$ cat src/rtl/led_driver_model_ser_in_sync.sv
// N-bit two-flop synchronizer with a one-cycle delayed copy for rising-edge detection.
// Ports: clk, reset_n, d (async inputs), q (synchronized), rise_c (q rose this cycle).
module ser_in_sync #(
  parameter int unsigned    N       = 4,
  parameter logic [N-1:0]   RST_VAL = '0
) (
  input  logic         clk,
  input  logic         reset_n,
  input  logic [N-1:0] d,
  output logic [N-1:0] q,
  output logic [N-1:0] rise_c
);

  logic [N-1:0] meta;
  logic [N-1:0] q_d;

  // All bits share the same depth so relative timing between them is preserved
  always_ff @(posedge clk or negedge reset_n) begin
    if (!reset_n) begin
      meta <= RST_VAL;
      q    <= RST_VAL;
      q_d  <= RST_VAL;
    end else begin
      meta <= d;
      q    <= meta;
      q_d  <= q;
    end
  end

  assign rise_c = q & ~q_d;

endmodule

$ cat config.mk
export PLATFORM = sky130hd
export DESIGN_NAME = ser_in_sync
export DESIGN_NICKNAME = d
export VERILOG_FILES = /design/src/rtl/led_driver_model_ser_in_sync.sv
export SDC_FILE = /design/constraint.sdc
export NUM_CORES = 1
export LEC_CHECK = 0
export ABC_AREA = 1
export ABC_CLOCK_PERIOD_IN_PS = 950
export CORE_AREA = 2 2 39 41
export CTS_CLUSTER_DIAMETER = 60
export DETAILED_ROUTE_END_ITERATION = 6
export DIE_AREA = 0 0 41 43
export GPL_ROUTABILITY_DRIVEN = 0
export PLACE_DENSITY = 0.54
export SYNTH_ARGS = -nofsm -noshare
export SYNTH_HDL_FRONTEND = slang
export SYNTH_SLANG_ARGS = --single-unit
$ cat constraint.sdc
create_clock -name clk -period 0.95 [get_ports clk]
set_clock_uncertainty 0.05 [all_clocks]
set_input_delay 0.19 -clock clk [delete_from_list [all_inputs] [get_ports clk]]
set_output_delay 0.19 -clock clk [all_outputs]
set_load 0.02 [all_outputs]
==> summary by stage <==
Status
The flow ran to the end, but the final reports show violations. The final reports fail on setup timing.

Timing
Dividing the final minimum period by the clock period gives 118%. The number of endpoints failing setup at the final stage is 8. The routed design could run at a clock period as short as 1120 ps. Measured against its own limit, the worst slew margin works out to 90.2%.

For the pin with the worst max-slew slack, the measured transition is 146 ps. The max-slew violation total from the final report is 0. The tightest hold margin is 167 ps. Setup repair after global routing could not meet its margin everywhere. The number of endpoints with negative hold slack in the final report is 0. Based on the critical path, the design can be clocked at up to 0.890 GHz. In the post-route analysis, the smallest setup slack over all paths is -174 ps.

Floorplan
In this run the horizontal extent of the chip is 41 um. The number of primary I/O pins is 14. The effective utilization at floorplan is 24.6%. The die covers 0.00176 sq mm.

The die is 43 um tall. In this run the core area contains 14 standard-cell rows. The floorplan step defined a core boundary enclosing 0.00138 sq mm.

Clock network
The number of H-tree branching levels is 1. TritonCTS built the clock tree. The clock network latency to the later pin of the worst-skew pair is 260 ps. The CTS sink count is 12.

The buffer depth of the longest clock path is 2. The number of buffers inserted during clock tree synthesis is 3. The hold-fix buffer count after cts is 0.

The register clock-pin slew on the reported worst setup and hold paths is 60 ps. The tree is rooted in a clkbuf_4.

Routing
The number of design-rule violations left by the first detailed-router iteration is 0. The count of nets left with antenna violations once routing finished came out at 0. The total number of vias is 186. In the routed design, unresolved DRC markers number 0.

For this run, the detailed router's first-pass iteration total came to 1. The final routed wirelength across all metal layers is 445 um. The via-per-instance ratio is 3.44.

In the final routed layout, each cell accounts on average for 8.24 um.

Cells and area
The final layout contains 46 nets. The post-route netlist has 55.3% of its cells at a drive strength greater than 1. The library cell used most frequently in the layout, excluding fill and tap cells, is dfrtp_1.

Excluding fillers, the count of instances in the completed layout stands at 54. With fillers left out, the area of the finished cells amounts to 536 sq um. From synthesis to final layout, the design area changed by 57.4%. The top cell types in the final layout, fill and taps aside, are dfrtp_1 (12), clkdlybuf4s50_1 (5), inv_2 (4), nor2_4 (4), buf_6 (4). 0 antenna diodes ended up in the layout.

Yosys
In this run, synthesis produced a sequential element count of 12. Summing the sequential cell areas from Yosys gives 88.2% of the chip area. The post-synthesis net count is 26. In this run the mean area of a mapped cell was 17.0 sq um. The Yosys step of the flow raised 0 warnings. Summing every instance area after synthesis gives 340 sq um. After technology mapping, the gate count stands at 20.

Counting distinct cell types in the post-synthesis netlist gives 3.

Worst setup path
The type of destination of the critical path is a primary output. STA classifies the critical path startpoint as a flop. The biggest fanout along the worst timing path is 3. For the worst setup path, the data required time is 710 ps. STA puts the critical path data arrival time at 880 ps.

The category of the critical setup timing path is flop to primary output.

Power
The total leakage power is 0.252 nW. For this design the ratio of total power to cell area is 1770 mW/mm^2. The maximum ir drop on the vdd rail is 870 uV.

GRT
The number of antenna violations at the first check in global routing is 0. For this run the aggregate overflow at the end of global routing stands at 0. The via count of the first global-routing pass is 146. The first global-routing pass estimated 655 um of wire. The maximum number of pins on one net before global-route repair is 13. The global routing usage summed across all routing layers is 6.55%.

Placed design
The placed instance count is 50. The count of port buffers added during placement is 13. The instance area after placement is 518 sq um.

Run
The total of max-cap violations is 0.

Min path
The kind of path behind the tightest hold check is input port to asynchronous set/reset pin.
synth_stat cells, drive strengths merged:
library cell / count / share of area (%)
nor2: 4 / 7.4
dfrtp: 12 / 88
inv: 4 / 4.4
per-stage QoR:
step           utilization [%]  TNS (ps)  total power, mW  setup slack [ps]
2_1_floorplan                -         0            0.599              25.2
6_report                  38.7     -1140            0.947              -174
5_1_grt                   38.7     -1490            0.994              -227
4_1_cts                   38.5     -1280            0.962              -192
3_5_place_dp              37.4     -2510            0.669              -400
3_3_place_gp              37.4     -2400            0.667              -366
power by group:
part           internal (mW)  switching, mW
Combinational         0.0546         0.0509
Clock                  0.146          0.143
Sequential             0.537         0.0154
sequential cells by signal, indices dropped and copies added, names as in the netlist:
name	count
q_d	4
meta	4
q	4
cells by family after synthesis:
logic type | synth area share [%]
flops | 88.2
simple gates | 7.35
buf+inv | 4.41
area by class of cell:
type                       instances  area (sq um)
clock buffer                       3          22.5
fill                             129           848
inverter                           4          15.0
multi-input combinational          4          45.0
sequential                        12           300
tap                               16          20.0
timing repair buffer              15           133
critical path: stages (launching register included):
cell     delay, ps
dfrtp_1        400
inv_2           70
nor2_4          30
buf_6          120
what timing repair did:
item                                    4_1_cts  5_1_grt
cloned                                        0        0
setup buffers                                 1        0
gates resized for setup                      44        1
endpoints found under the setup margin        8        8
hold endpoints to repair                      0        0
layer usage:
layer  track usage (%)  wire, um  vias to the layer above
met3              4.71        73                        0
met2              6.88       175                       14
li1                  -         -                       95
met5                 0         0                        -
met4              8.00         0                        0
met1              7.19       196                       77
worst paths after layout:
kind | slack, ps | startpoint | depth (start not counted) | to
worst max-delay path | -170 | q[2]$_DFF_PN0_ | 3 | rise_c[2]
worst min-delay path | 170 | reset_n | 2 | meta[1]$_DFF_PN0_
worst max register to register | 260 | q[0]$_DFF_PN0_ | 1 | q_d[0]$_DFF_PN0_
worst min register to register | 300 | meta[0]$_DFF_PN0_ | 0 | q[0]$_DFF_PN0_
max in group asynchronous | 540 | reset_n | 2 | meta[0]$_DFF_PN0_
min in group clk | 300 | meta[0]$_DFF_PN0_ | 0 | q[0]$_DFF_PN0_
(Power assumes the default switching activity.)
==> variant (same settings) <==
Register the input `d` before use, without a reset. The logic sees it one clock later. Comments in the files are not updated.
--- a/src/rtl/led_driver_model_ser_in_sync.sv
+++ b/src/rtl/led_driver_model_ser_in_sync.sv
@@ -11,6 +11,12 @@
   output logic [N-1:0] rise_c
 );
 
+  logic [N-1:0] d_q;
+
+  always_ff @(posedge clk) begin
+    d_q <= d;
+  end
+
   logic [N-1:0] meta;
   logic [N-1:0] q_d;
 
@@ -21,7 +27,7 @@
       q    <= RST_VAL;
       q_d  <= RST_VAL;
     end else begin
-      meta <= d;
+      meta <= d_q;
       q    <= meta;
       q_d  <= q;
     end
Check against the original RTL: not equivalent (Yosys sat finds a counterexample within 4 cycles, from zero or initial values and one cycle with reset_n low).
==> variant against the original RTL <==
- the run still ends with negative setup slack left
- routed wire length increased by 22%
- sequential cell count increased by 4
- cell count increased by 13%
- area after synthesis increased by 24%
- final area increased by 23%
- setup slack got worse by 0.029 ns
- total power increased by 34%
- largest power group unchanged
==> variant: results (changes against the original RTL) <==
| Metric | Value |
|---|---|
| Status | finished, violations left |
| Failing checks | negative setup slack |
| Ys async rst share | 0.750 (-0.250) |
| Worst Path Arrival | 0.91 ns (+0.03 ns) |
| Main area contributors after synthesis | dfrtp_1, dfxtp_1, nor2_2 |
| Placed Area | 611 sq um (+18%) |
| Worst reg2reg path endpoint | q_d[2] |
| Clock H-tree levels | 1 (unchanged) |
| Fillcell total | 124 (-3.9%) |
| Cts bufs inserted | 3 (unchanged) |
| WHS | 0.205 ns (+0.0387 ns) |
| Syn Nets | 30 (+15%) |
| Met3 Use GR | 0.0314 (-0.0157) |
| Reg2reg path depth | 2 (+1) |
| Sequential area share after synthesis | 0.905 (+0.0224) |
| Post_cts resized | 46 (+4.5%) |
| Leakage | 0.308 nW (+22%) |
| # Post-CTS Setup Buffers | 2 (+1) |
| Commonest cells in the netlist | dfrtp_1, dfxtp_1, inv_1, nor2_2 |
| Met2 wire len | 283 microns (+62%) |
| Setup_tns | -1.31 ns (-0.172 ns) |
| Crit path largest cell delay | 0.41 ns |
| Layout Nets | 52 (+13%) |
| FF-to-FF setup slack | 0.13 ns (-0.13 ns) |
| Worst slew pin tran | 0.136 ns (-0.0103 ns) |
| Critical path peak fanout | 3 (unchanged) |
| Min-Delay Path Class | in -> async |
| CP startpoint | q[2] |
| Worst vdd ir | 0.740 mV (-15%) |
| First-pass GRT wire length | 897 microns (+37%) |
| DP Worst Slack | -0.397 ns (+0.00267 ns) |
| Finished Layout Cells | 61 (+13%) |
| Metal3 WL | 46 microns (-37%) |
| Diodes inserted | 0 (unchanged) |
| Initial drt markers | 0 (unchanged) |
| M1 WL | 202 microns (+3.1%) |
| Vias per cell | 3.66 (+6.1%) |
| Largest net degree at the start of global routing | 13 (unchanged) |
| Distinct cell type count after synthesis | 4 (+1) |
| Met2 Use GR | 0.103 (+0.0344) |
| Maximum clock path buffer count | 2 (unchanged) |
| Root buf cell | clkbuf_4 |
| Vias in the first global route | 201 (+38%) |
| Clock slew at reported path FFs | 0.08 ns (+0.02 ns) |
| CP max-delay cell | dfrtp_1 |
| Global Route met1 Usage | 0.102 (+0.0302) |
| Top Family by Delay on Critical Path | flip-flops |
| Wire per inst | 8.90 microns (+8.0%) |
| Count of final setup violators | 8 (unchanged) |
| Max Used Layer | met4 |
| GRT Total Usage | 0.0857 (+0.0201) |
| Gate Count Post-Synth | 24 (+20%) |
| Clk_lat worst skew | 0.27 ns |
| Placed cells | 54 (+8.0%) |
| Layout cells sized above 1 | 0.533 (-0.0193) |
| Final setup margin | -0.203 ns (-0.0295 ns) |
| Drt pass-1 iters | 1 (unchanged) |
| Crit path to | rise_c[2] |
| Max-cap viol count | 0 (unchanged) |
variant: cell types whose count changed after synthesis:
cell,delta
dfxtp_1,+4
variant: worst reg2reg max path: stages, from the launching register on:
cell     delay, ns
dfrtp_1       0.41
buf_4         0.14
buf_4         0.12
variant: logic make-up after synthesis:
| logic type | count (synthesis) | share of synthesized area |
|---|---|---|
| AND/OR/NAND/NOR | 4 | 0.0595 |
| flip-flops | 16 | 0.905 |
| buffers and inverters | 4 | 0.0357 |
variant: area by class of cell:
type,count,area (sq um),share of cell area
tap,16,20.0,0.0303
multi-input combinational,4,45.0,0.0682
clock buffer,4,36.3,0.0549
inverter,4,15.0,0.0227
timing repair buffer,17,164,0.248
sequential,16,380,0.576
variant: power breakdown:
group          internal (mW)  total [mW]  leakage [nW]  switching [mW]
Clock                  0.233       0.418        0.0210           0.185
Combinational         0.0663       0.120         0.113          0.0539
Sequential             0.713       0.731         0.174          0.0182
